===== config.mk =====
export PLATFORM = sky130hd
export DESIGN_NAME = seq_ctrl
export DESIGN_NICKNAME = d
export VERILOG_FILES = /design/src/rtl/seq_ctrl.sv
export SDC_FILE = /design/constraint.sdc
export NUM_CORES = 1
export LEC_CHECK = 0
export BUFFER_PORTS_ARGS = -buffer_cell sky130_fd_sc_hd__buf_4
export CAP_MARGIN = 15
export CELL_PAD_IN_SITES_DETAIL_PLACEMENT = 1
export CELL_PAD_IN_SITES_GLOBAL_PLACEMENT = 2
export CORE_MARGIN = 2
export CORE_UTILIZATION = 24
export CTS_CLUSTER_SIZE = 12
export DETAILED_ROUTE_END_ITERATION = 6
export PLACE_DENSITY_LB_ADDON = 0.25
export SLEW_MARGIN = 20
export SYNTH_ARGS = -nofsm -noshare
export SYNTH_HDL_FRONTEND = slang
export SYNTH_SLANG_ARGS = --single-unit

===== constraint.sdc =====
create_clock -name clk -period 1.95 [get_ports clk]
set_input_delay 0.39 -clock clk [delete_from_list [all_inputs] [get_ports clk]]
set_output_delay 0.39 -clock clk [all_outputs]
set_load 0.02 [all_outputs]

===== src/rtl/seq_ctrl.sv =====
// Two-cycle (FETCH/EXEC) program sequencer with PC, jump, skip-if-carry and sticky wrap flag.
// Optional single-level call/return link register enabled by defining SEQ_CALL_STACK_EN.
module seq_ctrl #(
    parameter int          ADDR_W  = 5,
    parameter int unsigned RST_VEC = 0
) (
    input  logic              clk,
    input  logic              nReset,
    input  logic              run,
    input  logic              step,
    input  logic              halt_req,
    input  logic              clear,
    input  logic              jmp_en,
    input  logic [ADDR_W-1:0] jmp_addr,
    input  logic              skip_en,
    input  logic              cy,
`ifdef SEQ_CALL_STACK_EN
    input  logic              call_en,
    input  logic              ret_en,
`endif
    output logic [ADDR_W-1:0] addr,
    output logic              exec_en,
    output logic [1:0]        state,
    output logic              halted,
    output logic              pc_wrap
);

    localparam logic [ADDR_W-1:0] RST_PC = RST_VEC[ADDR_W-1:0];

    typedef enum logic [1:0] {
        S_IDLE  = 2'b00,
        S_FETCH = 2'b01,
        S_EXEC  = 2'b10,
        S_HALT  = 2'b11
    } state_e;

    state_e            state_q, state_d;
    logic [ADDR_W-1:0] pc_q, pc_d;
    logic              wrap_q, wrap_d;
    logic              step_mode_q, step_mode_d;
    logic [ADDR_W:0]   pc_inc;
`ifdef SEQ_CALL_STACK_EN
    logic [ADDR_W-1:0] link_q, link_d;
`endif

    // Extra MSB of pc_inc is the carry out of the PC, i.e. the wrap event.
    assign pc_inc = {1'b0, pc_q} + ((skip_en && cy) ? (ADDR_W+1)'(2) : (ADDR_W+1)'(1));

    always_comb begin
        state_d     = state_q;
        pc_d        = pc_q;
        wrap_d      = wrap_q;
        step_mode_d = step_mode_q;
`ifdef SEQ_CALL_STACK_EN
        link_d      = link_q;
`endif
        case (state_q)
            S_IDLE: begin
                if (clear) begin
                    pc_d   = RST_PC;
                    wrap_d = 1'b0;
                end
                if (run || step) begin
                    state_d     = S_FETCH;
                    step_mode_d = !run;
                end
            end
            S_FETCH: state_d = S_EXEC;
            S_EXEC: begin
`ifdef SEQ_CALL_STACK_EN
                if (ret_en) begin
                    pc_d = link_q;
                end else if (call_en) begin
                    link_d = pc_q + ADDR_W'(1);
                    pc_d   = jmp_addr;
                end else
`endif
                if (jmp_en) begin
                    pc_d = jmp_addr;
                end else begin
                    pc_d = pc_inc[ADDR_W-1:0];
                    if (pc_inc[ADDR_W]) wrap_d = 1'b1;
                end
                if (halt_req)                  state_d = S_HALT;
                else if (run && !step_mode_q)  state_d = S_FETCH;
                else                           state_d = S_IDLE;
            end
            default: begin
                if (clear) begin
                    state_d = S_IDLE;
                    pc_d    = RST_PC;
                    wrap_d  = 1'b0;
                end
            end
        endcase
    end

    always_ff @(posedge clk or negedge nReset) begin
        if (!nReset) begin
            state_q     <= S_IDLE;
            pc_q        <= RST_PC;
            wrap_q      <= 1'b0;
            step_mode_q <= 1'b0;
`ifdef SEQ_CALL_STACK_EN
            link_q      <= RST_PC;
`endif
        end else begin
            state_q     <= state_d;
            pc_q        <= pc_d;
            wrap_q      <= wrap_d;
            step_mode_q <= step_mode_d;
`ifdef SEQ_CALL_STACK_EN
            link_q      <= link_d;
`endif
        end
    end

    assign addr    = pc_q;
    assign exec_en = (state_q == S_EXEC);
    assign state   = state_q;
    assign halted  = (state_q == S_HALT);
    assign pc_wrap = wrap_q;

endmodule


==> impl_metrics.yaml <==
final_layout:
  nets: 104
  seqCellArea_um2: 225.2
  drive_gt1_share_pct: 32.56
  area_growth_pct: 45.13
  multi_input_comb_area_um2: 274.0
  n_antenna_cell: 0
  nFillCells: 246
die:
  fp.dieW_um: 50.85
  die_h_um: 50.85
  start_util_pct: 26.05
  dieArea_um2: 2586
  fp-row-count: 16
  pin_count: 24
  coreArea_um2: 2022
status:
  status: "complete, no violations"
sta:
  finalHoldViolCount: 0
  worstMarginPinSlew_ps: 259.6
  setup_tns_ps: 0
  finalCriticalPeriod_ps: 1651
  fmax_mhz: 605.6
  setup_viol: 0
  slew_headroom_pct: 82.69
  clock_skew_ps: 1.641
  rsz0062_at_grt: "false"
  post-route-period-util_pct: 84.68
  maxSlewViolCount: 0
clock_network:
  cts_sinks: 9
  path_clk_slew_ps: 60
  postCtsSetupRepairBufs: 0
  cts_tree: "built"
  clk_latency_ps: 250
  cts_root_buffer: "clkbuf_4"
  clockBufferDepth: 2
  cts_max_level: 1
  cts_made_buffers: 3
setup_path:
  rr_startpoint: "addr[0]$_DFFE_PN0P_"
  cp-start-kind: "register"
  r2r_slack_ps: 450
  critical_path.max_stage_delay_ps: 450
  crit_path_end_kind: "primary output"
  path_max_fanout: 7
  worstPathCellList: "nand2b_1 > inv_1 > buf_4"
  crit_required_ps: 1560
  critPathArrivalTime_ps: 1260
  critical_path_class: "register to primary output"
  r2r_end: "addr[4]$_DFFE_PN0P_"
  r2r_cells: 6
  slowest_stage: "dfrtp_1"
min_path:
  hold_depth: 2
  hold_class: "input pin to register"
  hold_end: "state[1]$_DFFE_PN0P_"
  min_from: "clear"
placement:
  dp_hpwl_um: 1079
  portBuffers: 23
  gp_congestion: 0.7152
synth:
  synth_async_sr_flop_share_pct: 100.0
  syn_area_per_cell_um2: 8.928
  synth_nets: 76
  synth_area_um2: 526.8
  ys_ff_latch: 9
  synth_largest_area_cell: "dfrtp_1"
  synth_warnings: 0
  synth-main-ff-cell: "dfrtp_1"
  seq_area_frac_synth_pct: 42.76
  synthTopCellsByArea: "dfrtp_1 (43%), a21oi_1 (5.7%), nand2_1 (5.0%)"
  synth_cells: 59
  synth_top_area_share_pct: 42.76
  yosys.cell_count.top_type: "dfrtp_1"
  yosysUniqueCellTypes: 22
  synth_common_cells: "dfrtp_1 (9), nand2_1 (7), a21oi_1 (6), inv_1 (6), o21ai_0 (5)"
  synth-edff-count: 0
drt:
  drt_pass1_iterations: 4
  route.detailed.drc: 0
  drt_wl_total_um: 1352
  vias_per_cell: 4.655
  drt_iter0_markers: 10
  num_vias: 526
  wl_per_cell_um: 11.96
  ant_nets: 0
grt:
  overflow: 0
  grt_max_degree: 10
  grt_pass1_wl_um: 2484
  grt_pass1_vias: 539
  track_usage_pct: 13.01
  antenna_found_initial: 0
pwr:
  vdd_drop_max_mv: 0.6726
  power_density_nw_per_um2: 1381
  finalPower_mw: 1.056
  leakagePower_nw: 0.3950
job:
  maxCapViolCount: 0
-- area by class of cell --
cell class              count  share of cell area (%)
clock buffers               4                   3.437
well taps                  27                   4.419
repair buffers             24                   23.90
inverters                   6                   2.946
flip-flops and latches      9                   29.46
multi-input cells          43                   35.84
-- sequential cells by signal (all words and copies together) (netlist names) --
signal	cells
addr	5
state	2
pc_wrap	1
step_mode_q	1
-- power by group --
part           internal, mW  switching (mW)  total, mW
Combinational         0.245           0.307      0.552
Sequential            0.262           0.102      0.364
Clock                0.0786          0.0614      0.140
Total                 0.586           0.470       1.06
-- cells in the final DEF, fill, tap and decap left out, drive strengths merged --
cell type    count
a211oi           1
a21o             2
a21oi            6
a22oi            1
a32oi            2
and2             1
buf             23
clkbuf           4
dfrtp            9
dlygate4sd3      1
fa               1
ha               2
inv              6
maj3             1
mux2i            2
nand2            7
nand2b           1
nand3            2
nor2             4
nor3             2
o21ai            6
o22ai            1
xnor2            1
-- cells by family (layout without fill, tap and decap cells) --
kind of cell | Yosys count | in the layout | synth area share, %
multiplexers | 2 | 2 | 3.801
buffers and inverters | 7 | 34 | 5.224
adder cells (fa/ha/maj) | 4 | 4 | 10.69
XOR/XNOR | 1 | 1 | 1.663
AND/OR/NAND/NOR | 17 | 17 | 14.25
flip-flops | 9 | 9 | 42.76
AO/OA/AOI/OAI | 19 | 19 | 21.62
-- how the worst max path moves through the flow --
stage | start | endpoint | slack, ps | cells after the start
2_1_floorplan | addr[0]$_DFFE_PN0P_ | addr[4]$_DFFE_PN0P_ | 470 | 6
3_3_place_gp | skip_en | addr[2]$_DFFE_PN0P_ | 390 | 7
3_5_place_dp | skip_en | addr[4]$_DFFE_PN0P_ | 370 | 8
4_1_cts | state[0]$_DFFE_PN0P_ | exec_en | 260 | 3
5_1_grt | state[0]$_DFFE_PN0P_ | exec_en | 150 | 3
6_report | state[0]$_DFFE_PN0P_ | exec_en | 300 | 3
-- stage by stage --
| stage | worst slack, ps | hold slack [ps] | area, µm² | instances | util [%] |
|---|---|---|---|---|---|
| after CTS | 256.4 | 310.7 | 764.5 | 113 | 37.81 |
| final | 298.7 | 318.7 | 764.5 | 113 | 37.81 |
| after detailed placement | 367.6 | 222.8 | 728.2 | 108 | 36.01 |
| after global placement | 390.8 | 224.7 | 728.2 | 108 | 36.01 |
| after floorplan | 470.8 | 94.41 | 526.8 | 59 | - |
| after global routing | 152.0 | 314.7 | 764.5 | 113 | 37.81 |
-- what timing repair did --
item,CTS,global route
hold endpoints to repair,9,0
hold buffers,1,0
resized for setup,0,0
-- critical path, delay by kind of cell (launching register included) --
| family | cells | cell delay (ps) |
|---|---|---|
| flops | 1 | 450 |
| simple gates | 1 | 290 |
| buf+inv | 2 | 270 |
-- layer usage --
| metal | global-route usage (%) | wire (µm) | up-vias |
|---|---|---|---|
| li1 | - | - | 263 |
| met1 | 16.54 | 620 | 243 |
| met2 | 20.39 | 626 | 18 |
| met3 | 6.725 | 95 | 2 |
| met4 | 1.351 | 10 | 0 |
| met5 | 0 | 0 | - |
Power figures use the tool's default switching activity.
